### src/rtl/gearbox_pkg.sv
// Shared defaults and frame-geometry helper for the frame gearbox.
package gearbox_pkg;

  localparam int DEF_IN_W        = 32;
  localparam int DEF_OUT_W       = 20;
  localparam int DEF_FRAME_WORDS = 5;
  localparam int DEF_DROP_BITS   = 60;

  // Number of bits of word idx that survive the leading-bit drop.
  function automatic int kept_bits(input int idx, input int in_w, input int drop_bits);
    int lo;
    int hi;
    lo = idx * in_w;
    hi = lo + in_w;
    if (hi <= drop_bits) return 0;
    else if (lo >= drop_bits) return in_w;
    else return hi - drop_bits;
  endfunction

endpackage

### src/rtl/gear_accum.sv
// Shift accumulator: appends push_cnt bits above the current fill and
// shifts out OUT_W bits from the bottom on pop.
module gear_accum
  import gearbox_pkg::*;
#(
  parameter int IN_W  = DEF_IN_W,
  parameter int OUT_W = DEF_OUT_W,
  parameter int CNT_W = $clog2(IN_W + OUT_W + 1)
) (
  input  logic             clk,
  input  logic             rst_n,
  input  logic             clr,
  input  logic             push,
  input  logic [CNT_W-1:0] push_cnt,
  input  logic [IN_W-1:0]  push_data,
  input  logic             pop,
  output logic [OUT_W-1:0] out_data,
  output logic [CNT_W-1:0] fill
);

  localparam int ACC_W = IN_W + OUT_W;

  logic [ACC_W-1:0] acc_q, acc_d;
  logic [CNT_W-1:0] fill_q, fill_d;

  // push_data must be zero above push_cnt so the OR below cannot corrupt.
  always_comb begin
    acc_d  = acc_q;
    fill_d = fill_q;
    if (clr) begin
      acc_d  = '0;
      fill_d = '0;
    end else if (pop) begin
      acc_d  = acc_q >> OUT_W;
      fill_d = fill_q - CNT_W'(OUT_W);
    end
    if (push) begin
      acc_d  = acc_d | ({{OUT_W{1'b0}}, push_data} << fill_d);
      fill_d = fill_d + push_cnt;
    end
  end

  always_ff @(posedge clk or negedge rst_n) begin
    if (!rst_n) begin
      acc_q  <= '0;
      fill_q <= '0;
    end else begin
      acc_q  <= acc_d;
      fill_q <= fill_d;
    end
  end

  assign out_data = acc_q[OUT_W-1:0];
  assign fill     = fill_q;

endmodule

### src/rtl/gearbox_frame.sv
// Frame gearbox: drops the leading DROP_BITS of each FRAME_WORDS-word frame
// and repacks the remaining bits into OUT_W-bit beats.
module gearbox_frame
  import gearbox_pkg::*;
#(
  parameter int IN_W        = DEF_IN_W,
  parameter int OUT_W       = DEF_OUT_W,
  parameter int FRAME_WORDS = DEF_FRAME_WORDS,
  parameter int DROP_BITS   = DEF_DROP_BITS
) (
  input  logic             clk,
  input  logic             rst_n,
  input  logic [IN_W-1:0]  in_data,
  input  logic             in_valid,
  input  logic             in_sof,
  output logic             in_ready,
  output logic [OUT_W-1:0] out_data,
  output logic             out_valid,
  output logic             out_last,
  input  logic             out_ready,
  output logic             frame_err
);

  localparam int KEEP  = FRAME_WORDS * IN_W - DROP_BITS;
  localparam int BEATS = (KEEP > 0) ? KEEP / OUT_W : 1;
  localparam int CNT_W = $clog2(IN_W + OUT_W + 1);
  localparam int WC_W  = (FRAME_WORDS > 1) ? $clog2(FRAME_WORDS) : 1;
  localparam int BC_W  = (BEATS > 1) ? $clog2(BEATS) : 1;

  if (KEEP <= 0 || (KEEP % OUT_W) != 0 || DROP_BITS < 0) begin : g_bad_cfg
    $error("gearbox_frame: kept bits must be positive and a multiple of OUT_W");
  end

  // Handshake: a transfer happens on a rising edge where valid && ready are
  // both high; valid never waits on ready, and in_ready depends only on flops.
  logic             run_q;
  logic [WC_W-1:0]  word_cnt_q, word_cnt_d;
  logic [BC_W-1:0]  beat_cnt_q, beat_cnt_d;
  logic             frame_err_q, frame_err_d;
  logic [CNT_W-1:0] fill;
  logic [CNT_W-1:0] push_cnt;
  logic [IN_W-1:0]  push_data;
  logic [WC_W-1:0]  word_idx;
  logic             in_fire, out_fire, resync, miss_sof;
  int               kept;

  assign in_ready  = run_q && (fill <= CNT_W'(OUT_W));
  assign out_valid = (fill >= CNT_W'(OUT_W));
  assign out_last  = out_valid && (beat_cnt_q == BC_W'(BEATS - 1));
  assign frame_err = frame_err_q;

  always_comb begin
    in_fire     = in_valid && in_ready;
    out_fire    = out_valid && out_ready;
    resync      = in_fire && in_sof && (word_cnt_q != '0);
    miss_sof    = in_fire && !in_sof && (word_cnt_q == '0);
    word_idx    = resync ? '0 : word_cnt_q;
    kept        = kept_bits(int'(word_idx), IN_W, DROP_BITS);
    // Right-align the surviving upper bits of a partially dropped word.
    push_data   = in_data >> (IN_W - kept);
    push_cnt    = CNT_W'(kept);
    frame_err_d = resync || miss_sof;

    word_cnt_d = word_cnt_q;
    if (in_fire) begin
      word_cnt_d = (word_idx == WC_W'(FRAME_WORDS - 1)) ? '0 : word_idx + WC_W'(1);
    end

    beat_cnt_d = beat_cnt_q;
    if (resync) begin
      beat_cnt_d = '0;
    end else if (out_fire) begin
      beat_cnt_d = (beat_cnt_q == BC_W'(BEATS - 1)) ? '0 : beat_cnt_q + BC_W'(1);
    end
  end

  always_ff @(posedge clk or negedge rst_n) begin
    if (!rst_n) begin
      run_q       <= 1'b0;
      word_cnt_q  <= '0;
      beat_cnt_q  <= '0;
      frame_err_q <= 1'b0;
    end else begin
      run_q       <= 1'b1;
      word_cnt_q  <= word_cnt_d;
      beat_cnt_q  <= beat_cnt_d;
      frame_err_q <= frame_err_d;
    end
  end

  gear_accum #(
    .IN_W  (IN_W),
    .OUT_W (OUT_W),
    .CNT_W (CNT_W)
  ) u_accum (
    .clk       (clk),
    .rst_n     (rst_n),
    .clr       (resync),
    .push      (in_fire),
    .push_cnt  (push_cnt),
    .push_data (push_data),
    .pop       (out_fire),
    .out_data  (out_data),
    .fill      (fill)
  );

endmodule

### config.mk
export PLATFORM = sky130hd
export DESIGN_NAME = gearbox_frame
export DESIGN_NICKNAME = d
export VERILOG_FILES = /design/src/rtl/gearbox_pkg.sv /design/src/rtl/gear_accum.sv /design/src/rtl/gearbox_frame.sv
export SDC_FILE = /design/constraint.sdc
export NUM_CORES = 1
export LEC_CHECK = 0
export ABC_AREA = 1
export BUFFER_PORTS_ARGS = -buffer_cell sky130_fd_sc_hd__buf_2
export CORE_MARGIN = 2
export CORE_UTILIZATION = 50
export DETAILED_ROUTE_END_ITERATION = 6
export GPL_TIMING_DRIVEN = 0
export PLACE_DENSITY = 0.69
export SYNTH_ARGS = -nofsm -noshare
export SYNTH_HDL_FRONTEND = slang
export SYNTH_SLANG_ARGS = --single-unit
export TNS_END_PERCENT = 100
### constraint.sdc
create_clock -name clk -period 6 [get_ports clk]
set_input_delay 0.3 -clock clk [delete_from_list [all_inputs] [get_ports clk]]
set_output_delay 0.3 -clock clk [all_outputs]
set_load 0.005 [all_outputs]
### Word-level counts from Yosys, hierarchy flattened

Index checks and enable logic that the tools add are counted.

* bits in registers: 66
* output and inout bits: 24
* word-level logic and storage cells: 48

* $add $sub $neg: 7
* $lt $le $gt $ge: 4
* eq/ne operators: 2
* shift-type cells: 2
* mux-type cells: 13
* bitwise logic cells: 1
* reductions and logical operators: 13

Operator list (count)
* two-way mux 52 bit: 3
* two-way mux 32 bit: 2
* bitwise OR 52 bit: 1
* left shift 32 x 6 -> 52 bit: 1
* right shift 32 x 32 -> 32 bit: 1
* subtractor 7 x 32 -> 32 bit (first input constant): 1
* two-way mux 6 bit: 3
* two-way mux 3 bit: 5
* subtractor 9 x 6 -> 10 bit (second input constant): 1
* adder 8 x 6 -> 9 bit (second input constant): 1
* less-or-equal comparator 9 x 6 -> 1 bit (second input constant): 1
* >= comparator 8 x 6 -> 1 bit (second input constant): 1
* logical AND 1 bit: 8
* adder 3 x 1 -> 3 bit (second input constant): 2
* adder 6 bit: 1
* equality test 3 bit (second input constant): 2
* >= comparator 6 x 5 -> 1 bit (second input constant): 1
* less-or-equal comparator 6 x 5 -> 1 bit (second input constant): 1
* subtractor 6 x 5 -> 6 bit (second input constant): 1
* zero test 3 bit: 1
* nonzero test 3 bit: 1
* nonzero test 2 bit: 1
* zero test 1 bit: 1
* logical OR 1 bit: 1

### Longest topological paths before layout

Gate-level depths: netlist (run 1).

* depth in word-level cells: 15
* mapped depth: 44
* depth with buffers taken out: 40

### Modules after synthesis

From an unflattened synthesis (run 1), not the netlist that was laid out.

* cell total of the unflattened synthesis: 1049
* area total of the unflattened synthesis: 6507.5 µm²

By module, submodules not included
* gear_accum: times used 1, cells an instance 852, area each 5235.0 µm², seq. area each 1451.4 µm²
* gearbox_frame: times used 1, cells an instance 197, area each 1272.5 µm², seq. area each 200.2 µm²

### Least setup slack after synthesis (run 1)

OpenSTA, ideal clock, no wires.

* path type: reg2reg
* start: reg u_accum.fill_q[2] (netlist: u_accum.fill[2])
* end: reg u_accum.acc_q[44]
* arrival: 5045 ps
* slack: 889 ps
* stages on the path, launching flop included: 42
* path buffers: 6
* clock period less this slack: 5111 ps
* path through: dfrtp_1 -> inv_1 -> ha_1 -> o21ai_1 -> nand2_2 -> nand4_4 -> buf_6 -> clkbuf_1 -> buf_1 -> nand2_1 -> inv_1 -> ha_1 -> inv_1 -> nand3_1 -> nand2_2 -> inv_1 -> ha_1 -> ha_1 -> [... 6 more ...] -> ha_1 -> nand4_1 -> nor4_1 -> nand2_1 -> nor2_4 -> and2_4 -> buf_8 -> buf_12 -> nand4_2 -> o21ai_2 -> nand2_1 -> nand2_1 -> nand2_1 -> o21ai_1 -> nand2_1 -> a21oi_2 -> nand2_1 -> nand2_1

* cells in the longest elaborated chain, start to end: 15
* elaborated cells on any way between the ends: 24
* those cells by class: add/sub: 4; order compare: 4; shift: 2; mux: 8; bitwise: 1; reduce/logical: 5

RTL lines
* start: declaration: RTL line gear_accum.sv:24 `logic [CNT_W-1:0] fill_q, fill_d;`
* start signal: assignment: RTL line gear_accum.sv:49 `fill_q <= fill_d;`
* less-or-equal comparator 6 x 5 -> 1 bit: RTL line gearbox_frame.sv:47 `assign in_ready = run_q && (fill <= CNT_W'(OUT_W));`
* logical AND 1 bit: RTL line gearbox_frame.sv:47
* logical AND 1 bit: RTL line gearbox_frame.sv:53 `in_fire = in_valid && in_ready;`
* logical AND 1 bit (2 in a row): RTL line gearbox_frame.sv:55 `resync = in_fire && in_sof && (word_cnt_q != '0);`
* two-way mux 3 bit: RTL line gearbox_frame.sv:57 `word_idx = resync ? '0 : word_cnt_q;`
* adder 8 x 6 -> 9 bit: RTL line gearbox_pkg.sv:14 `hi = lo + in_w;`
* subtractor 9 x 6 -> 10 bit: RTL line gearbox_pkg.sv:17 `else return hi - drop_bits;`
* two-way mux 32 bit: RTL line gearbox_pkg.sv:16 `else if (lo >= drop_bits) return in_w;`
* two-way mux 32 bit: RTL line gearbox_pkg.sv:15 `if (hi <= drop_bits) return 0;`
* subtractor 7 x 32 -> 32 bit: RTL line gearbox_frame.sv:60 `push_data = in_data >> (IN_W - kept);`
* right shift 32 x 32 -> 32 bit: RTL line gearbox_frame.sv:60
* left shift 32 x 6 -> 52 bit: RTL line gear_accum.sv:38 `acc_d = acc_d | ({{OUT_W{1'b0}}, push_data} << fill_d);`
* bitwise OR 52 bit: RTL line gear_accum.sv:38
* two-way mux 52 bit *: RTL line gear_accum.sv:37 `if (push) begin`
* via u_accum.acc_d[44]: RTL line gear_accum.sv:23 `logic [ACC_W-1:0] acc_q, acc_d;`
* end signal: assignment: RTL line gear_accum.sv:45 `acc_q <= '0;`
* end signal: assignment: RTL line gear_accum.sv:48 `acc_q <= acc_d;`
* end: declaration: RTL line gear_accum.sv:23

Mark *: on every way through the listed nets, which the timed path passes. The rest lies on a longest branch.
A chain may end at the register's enable or synchronous reset.

### Worst setup path in the final report (run 1)

* start: reg u_accum.fill_q[2] (netlist: u_accum.fill[2])
* end: reg u_accum.acc_q[41]

The elaborated chain is that of the path after synthesis.

==> results of run 1 <==
[power groups by stage]
stage               Clock [µW]  Combinational, µW  Sequential [µW]
finish                     469               3170              714
global route               495               3550              734
CTS                        476               3060              713
global placement             0               3030              713
detailed placement           0               3050              719
floorplan                    0               2230              695
[routing by layer]
metal | GRT usage | vias up | wire length, µm
met5 | 0 | - | 0
met4 | 0.146 | 0 | 948
met3 | 0.0520 | 70 | 1630
met2 | 0.530 | 383 | 9770
met1 | 0.453 | 3201 | 9610
li1 | - | 3536 | -
[worst max-delay path: cells and delay by family, from the launching register on]
family                   cells  cell delay, ns
AND/OR/NAND/NOR             21            2.31
adder cells (fa/ha/maj)      6            1.19
AO/OA/AOI/OAI                2            0.24
buffers and inverters       12            1.24
flip-flops                   1            0.38
[final cells by class]
type / instances / area (µm²)
flip-flops and latches: 66 / 1650
clock inverters: 5 / 31.3
fillers: 1361 / 5330
multi-input cells: 818 / 3990
inverters: 71 / 269
plain buffers: 82 / 490
clock buffers: 11 / 233
well taps: 172 / 215
repair buffers: 61 / 310
[final timing paths]
check	end	slack (ns)	startpoint
max	u_accum.acc_q[41]$_DFF_PN0_	0.54	u_accum.fill[2]$_DFF_PN0_
min	word_cnt_q[1]$_DFFE_PN0N_	0.06	rst_n
max reg2reg	u_accum.acc_q[41]$_DFF_PN0_	0.54	u_accum.fill[2]$_DFF_PN0_
min reg2reg	u_accum.acc_q[35]$_DFF_PN0_	0.48	u_accum.acc_q[35]$_DFF_PN0_
max in group asynchronous	u_accum.acc_q[36]$_DFF_PN0_	5.36	rst_n
min in group clk	frame_err$_DFF_PN0_	0.33	in_sof
[through the flow]
stage / total power, µW / cell area (µm²)
2_1_floorplan: 2930 / 6370
3_3_place_gp: 3750 / 6880
3_5_place_dp: 3770 / 6880
4_1_cts: 4250 / 7150
5_1_grt: 4780 / 7190
6_report: 4350 / 7190
[logic make-up (layout without fill, tap and decap cells)]
kind of cell | count (synthesis) | after routing | synth area share
simple gates | 674 | 674 | 0.480
buf+inv | 153 | 230 | 0.116
compound gates | 123 | 123 | 0.108
flops | 66 | 66 | 0.259
fa+ha+maj | 15 | 15 | 0.0295
xor+xnor | 4 | 4 | 0.00550
other cells | 2 | 2 | 0.00118
[what timing repair did]
item                                   4_1_cts  5_1_grt
endpoints found under the hold margin        0        0
pin swaps                                    0        2
buffers inserted                             0        1
gates resized for setup                      2       15
setup endpoints to repair                   52       52
gates cloned                                 0        0
hold buffers                                 0        0
[cell usage in the layout (no fill, tap or decap), types with 3 or more instances in the layout]
master	n
nand2_1	414
nand3_1	162
buf_2	78
dfrtp_1	66
inv_1	63
o21ai_0	52
nand4_1	30
clkbuf_1	29
o21ai_1	26
buf_4	25
a21oi_1	19
nor2_1	17
nand3_2	16
ha_1	15
nand2_2	14
o211ai_1	9
clkbuf_16	9
buf_1	6
clkinv_1	5
nor2_2	5
nor2_4	4
xor2_1	3
buf_8	3
buf_6	3
o21ai_2	3
o22ai_1	3
clkinv_2	3
[sequential cells by signal, summed over array words and instances, names as in the netlist]
register / flops
frame_err: 1
u_accum.acc_q: 52
word_cnt_q: 3
run_q: 1
beat_cnt_q: 3
u_accum.fill: 6
==> summary.txt, run 1 <==
Outcome -> finished clean
DRC viols -> 0
Netlist area before placement -> 0.00637 mm²
Switching power -> 2470 µW
DR pass1 iterations -> 6
Drt wl/cell -> 17.1 µm
Pwr dens -> 605 mW/mm²
Cell variety after synth -> 49
Max-slew headroom -> 0.430
Layout area overhead -> 13.0%
Static leakage -> 0.00371 µW
Global route total overflow -> 0
Warnings, synthesis -> 0
PortBufs -> 60
DP Wirelength -> 17.3 mm
WL final -> 22.0 mm
Placement Rows -> 41
Initial Utilization -> 0.509
Largest area contributor in the netlist -> dfrtp_1
First-pass GRT wire length -> 35.4 mm
GRT Overall Usage -> 0.334
Clk slew on worst S/H paths -> 0.05 ns
Final WS setup -> 0.543 ns
Vias -> 7,190
Fin cells -> 1,286
Pre-CTS setup slack -> -0.341 ns
Arr. time, crit path -> 5.70 ns
Initial antenna violation count -> 0
Tmin final -> 5.46 ns
Worst stage delay on the critical path -> 0.38 ns
Final net count -> 1,161
Slowest CP cell -> dfrtp_1
Post-synthesis sequential area ratio -> 0.259
# setup viols final -> 0
Inserted Clock Buffers -> 9
Sequential cell fraction of total power -> 0.164
Share of post-route cells with drive strength above 1 -> 0.160
DIE HEIGHT -> 117 µm
Die W -> 117 µm
Syn_nets -> 1,089
VDD IR max -> 480 µV
Number of synthesized flops with an enable pin -> 0
Combinational power share -> 0.728
Max Cap Viol -> 0
Largest net degree at the start of global routing -> 67
# clock sinks -> 66
RSZ-0062 raised after global routing -> no
Vias in the first global route -> 6,532
# placed instances -> 1,269
Synthesis-stage register bit count -> 66
Worst Hold Class -> in2async
Cells after synthesis -> 1,037
Async S/R FF share, synth -> 1.00
Clock Tree Buf Depth -> 2
DIE AREA -> 0.0137 mm²
Kind of critical path -> reg2reg
Startpoint types -> flip-flop
WP data required -> 6.25 ns
Mean post-synth cell area -> 6.14 µm²
Cell with the most instances after synthesis -> nand2_1
F_max -> 183 MHz
CORE AREA -> 0.0125 mm²
Power share of the clock group -> 0.108
# diodes -> 0
DRT iter0 DRCs -> 767
CTS root buf -> clkbuf_16
Vias/cell -> 5.59
Max-slew violation count -> 0
CTS tree -> done
Crit path max fanout -> 10
Post-synth top cells -> nand2_1, nand3_1, dfrtp_1
Max Clock Skew -> 0.00526 ns
Final Hold Viols -> 0
Crit. End Element -> flip-flop
Worst-margin pin slew -> 0.855 ns
Worst-skew pair later-pin latency -> 0.33 ns
H-tree levels -> 3
Setup TNS -> 0 ns
Switching share of power -> 0.568
Synth top area share -> 0.259
GPL Wtd Cong -> 0.993
Synth area leaders -> dfrtp_1, nand2_1, nand3_1
# IOs -> 61
Final period utilization -> 0.909
Fin util -> 0.575
Int Pwr -> 1880 µW
R2R cell count -> 41
Worst hold slack -> 0.0585 ns
Ys flop type -> dfrtp_1
DRT antenna net count -> 0
(Power assumes the default switching activity.)
==> run 2, diff against run 1 <==
- PLACE_DENSITY: 0.69 -> 0.71
- clock period: 6 -> 5.55 ns (I/O delays scaled with it)
==> run 2 against run 1 <==
Against the previous run:
- setup slack lost 0.21 ns
- total power grew 20%
- clock skew is essentially flat
- hold slack got worse by 0.026 ns
- global-route usage up 0.70 points
- non-clock buffer count is 10 higher
- critical path depth decreased by 1
- count of clock-buffer cells in the layout shrank 1
- via count grew 4.1%
- first-iteration DRC count is 8.6% lower
- flip-flop and latch count did not move
- fmax rose by 4.6%
- largest cell class unchanged
==> summary.txt, run 2 (synthesis results as in run 1) <==
Met2 GRT Util -> 0.554 (was 0.530)
Global route total overflow -> 0 (unchanged)
DRT iter0 DRCs -> 701 (was 767)
CORE AREA -> 0.0125 mm² (unchanged)
Worst path bufs/invs -> 13 (was 12)
Layout area overhead -> 20.9% (was 13.0%)
Arr. time, crit path -> 5.48 ns (was 5.70 ns)
Commonest non-fill, non-tap cell in the layout -> nand2_1 (unchanged)
Most frequent cells in the layout -> nand2_1, nand3_1, buf_2, dfrtp_1, inv_1 (unchanged)
Power share of the clock group -> 0.136 (was 0.108)
Largest registers -> u_accum.acc_q (52), u_accum.fill (6) (unchanged)
Die W -> 117 µm (unchanged)
Static leakage -> 0.00386 µW (was 0.00371 µW)
H-tree levels -> 3 (unchanged)
DR pass1 iterations -> 5 (was 6)
PortBufs -> 60 (unchanged)
GPL Wtd Cong -> 0.974 (was 0.993)
VDD IR max -> 632 µV (was 480 µV)
Clock Tree Buf Depth -> 2 (unchanged)
Worst-margin pin slew -> 0.857 ns (was 0.855 ns)
Int Pwr -> 2330 µW (was 1880 µW)
# diodes -> 0 (unchanged)
Tmin final -> 5.21 ns (was 5.46 ns)
Max Cap Viol -> 0 (unchanged)
DRC viols -> 0 (unchanged)
Final Hold Viols -> 0 (unchanged)
Slowest CP cell -> dfrtp_1 (unchanged)
DRT antenna net count -> 0 (unchanged)
First-pass GRT wire length -> 36.0 mm (was 35.4 mm)
Max Clock Skew -> 0.00566 ns (was 0.00526 ns)
Clk slew on worst S/H paths -> 0.06 ns (was 0.05 ns)
# clock sinks -> 66 (unchanged)
Final period utilization -> 0.939 (was 0.909)
Cts hold-fix bufs -> 0 (unchanged)
Kind of critical path -> reg2reg (unchanged)
Max reg flops -> 52 (unchanged)
Worst r2r src -> u_accum.fill[2]$_DFF_PN0_ (unchanged)
Worst stage delay on the critical path -> 0.41 ns (was 0.38 ns)
R2R cell count -> 40 (was 41)
Global Route met3 Usage -> 0.0386 (was 0.0520)
WL final -> 23.1 mm (was 22.0 mm)
Final net count -> 1,172 (was 1,161)
Vias/cell -> 5.77 (was 5.59)
Startpoint types -> flip-flop (unchanged)
Switching share of power -> 0.552 (was 0.568)
Worst Hold Class -> in2async (unchanged)
Worst-skew pair later-pin latency -> 0.34 ns (was 0.33 ns)
Total power -> 5200 µW (was 4350 µW)
Max-slew violation count -> 0 (unchanged)
Share of post-route cells with drive strength above 1 -> 0.228 (was 0.160)
Outcome -> finished clean (unchanged)
Crit. End Element -> flip-flop (unchanged)
Initial Utilization -> 0.509 (unchanged)
GRT Overall Usage -> 0.341 (was 0.334)
# IOs -> 61 (unchanged)
F_max -> 192 MHz (was 183 MHz)
Vias -> 7,487 (was 7,190)
Largest net degree at the start of global routing -> 67 (unchanged)
Combinational power share -> 0.716 (was 0.728)
Final instance area -> 0.00770 mm² (was 0.00719 mm²)
Initial antenna violation count -> 0 (unchanged)
Vias in the first global route -> 6,636 (was 6,532)
Drt wl/cell -> 17.8 µm (was 17.1 µm)
CTS root buf -> clkbuf_16 (unchanged)
Placed cell area -> 0.00688 mm² (unchanged)
DIE AREA -> 0.0137 mm² (unchanged)
Top delay family on crit path -> simple AND/OR/NAND/NOR gates (unchanged)
Pwr dens -> 676 mW/mm² (was 605 mW/mm²)
CTS tree -> done (unchanged)
# setup viols final -> 0 (unchanged)
Most Used Layer, Global Route -> met2 (unchanged)
Fin cells -> 1,297 (was 1,286)
WP data required -> 5.81 ns (was 6.25 ns)
Placement Rows -> 41 (unchanged)
Inserted Clock Buffers -> 9 (unchanged)
R2R Setup Slk -> 0.34 ns (was 0.54 ns)
Switching power -> 2870 µW (was 2470 µW)
Reg with most FFs -> u_accum.acc_q (unchanged)
DP Wirelength -> 17.7 mm (was 17.3 mm)
Sequential cell fraction of total power -> 0.148 (was 0.164)
GRT met1 Usage -> 0.462 (was 0.453)
Reg-to-reg endpoint -> u_accum.acc_q[29]$_DFF_PN0_ (was u_accum.acc_q[41]$_DFF_PN0_)
Crit path max fanout -> 10 (unchanged)
Max-slew headroom -> 0.429 (was 0.430)
DIE HEIGHT -> 117 µm (unchanged)
# placed instances -> 1,269 (unchanged)
[run 2: cell count changes in the layout (fill, tap and decap cells not counted), moves of 4 or more]
cell,previous run,this run
nand3_1,162,131
nand3_2,16,46
nand2_1,414,389
nand2_2,14,38
buf_4,25,31
bufinv_16,0,4
[run 2: worst max-delay path by stage]
| stage | cells after the start | from | to | slack (ns) |
|---|---|---|---|---|
| 5_1_grt | 40 | u_accum.fill[2]$_DFF_PN0_ | u_accum.acc_q[29]$_DFF_PN0_ | -0.05 |
| 3_3_place_gp | 41 | u_accum.fill[2]$_DFF_PN0_ | u_accum.acc_q[45]$_DFF_PN0_ | -0.80 |
| 3_5_place_dp | 41 | u_accum.fill[2]$_DFF_PN0_ | u_accum.acc_q[45]$_DFF_PN0_ | -0.85 |
| 2_1_floorplan | 41 | u_accum.fill[2]$_DFF_PN0_ | u_accum.acc_q[44]$_DFF_PN0_ | 0.44 |
| 4_1_cts | 41 | u_accum.fill[2]$_DFF_PN0_ | u_accum.acc_q[46]$_DFF_PN0_ | 0.004 |
| 6_report | 40 | u_accum.fill[2]$_DFF_PN0_ | u_accum.acc_q[29]$_DFF_PN0_ | 0.34 |
[run 2: layout make-up]
class                           count  area, µm²
Fill cell                        1245       4820
Clock inverter                      6        138
Timing Repair Buffer               71        420
Tap cell                          172        215
Buffer                             82        514
Clock buffer                       10        229
Inverter                           71        272
Sequential cell                    66       1650
Multi-Input combinational cell    818       4250
Timing Repair inverter              1       5.00
[run 2: per-layer routing]
| layer | share of wire | wire length (µm) | up-vias |
|---|---|---|---|
| met5 | 0 | 0 | - |
| met4 | 0.044 | 1020 | 0 |
| met3 | 0.078 | 1800 | 71 |
| met2 | 0.46 | 10700 | 435 |
| met1 | 0.42 | 9600 | 3413 |
| li1 | - | - | 3568 |
[run 2: metrics by stage]
step	hold WS (ns)	setup TNS [ns]	setup WS, ns	util
2_1_floorplan	-0.0181	0	0.439	-
3_3_place_gp	0.464	-34.21	-0.796	0.550
3_5_place_dp	0.433	-36.69	-0.855	0.550
4_1_cts	0.0809	0	0.00396	0.583
5_1_grt	0.106	-0.672	-0.0515	0.615
6_report	0.0327	0	0.336	0.615
[run 2: what timing repair did]
item,in CTS,in global routing
buffers inserted,0,9
pin swaps,0,18
gates cloned,0,3
gates resized for setup,14,77
setup endpoints to repair,52,52
[run 2: power groups by stage]
stage | registers (µW) | logic [µW] | clock network [µW]
after global routing | 790 | 4100 | 730
final | 772 | 3720 | 708
after detailed placement | 776 | 3350 | 0
after global placement | 768 | 3320 | 0
after CTS | 769 | 3400 | 706
after floorplan | 752 | 2420 | 0
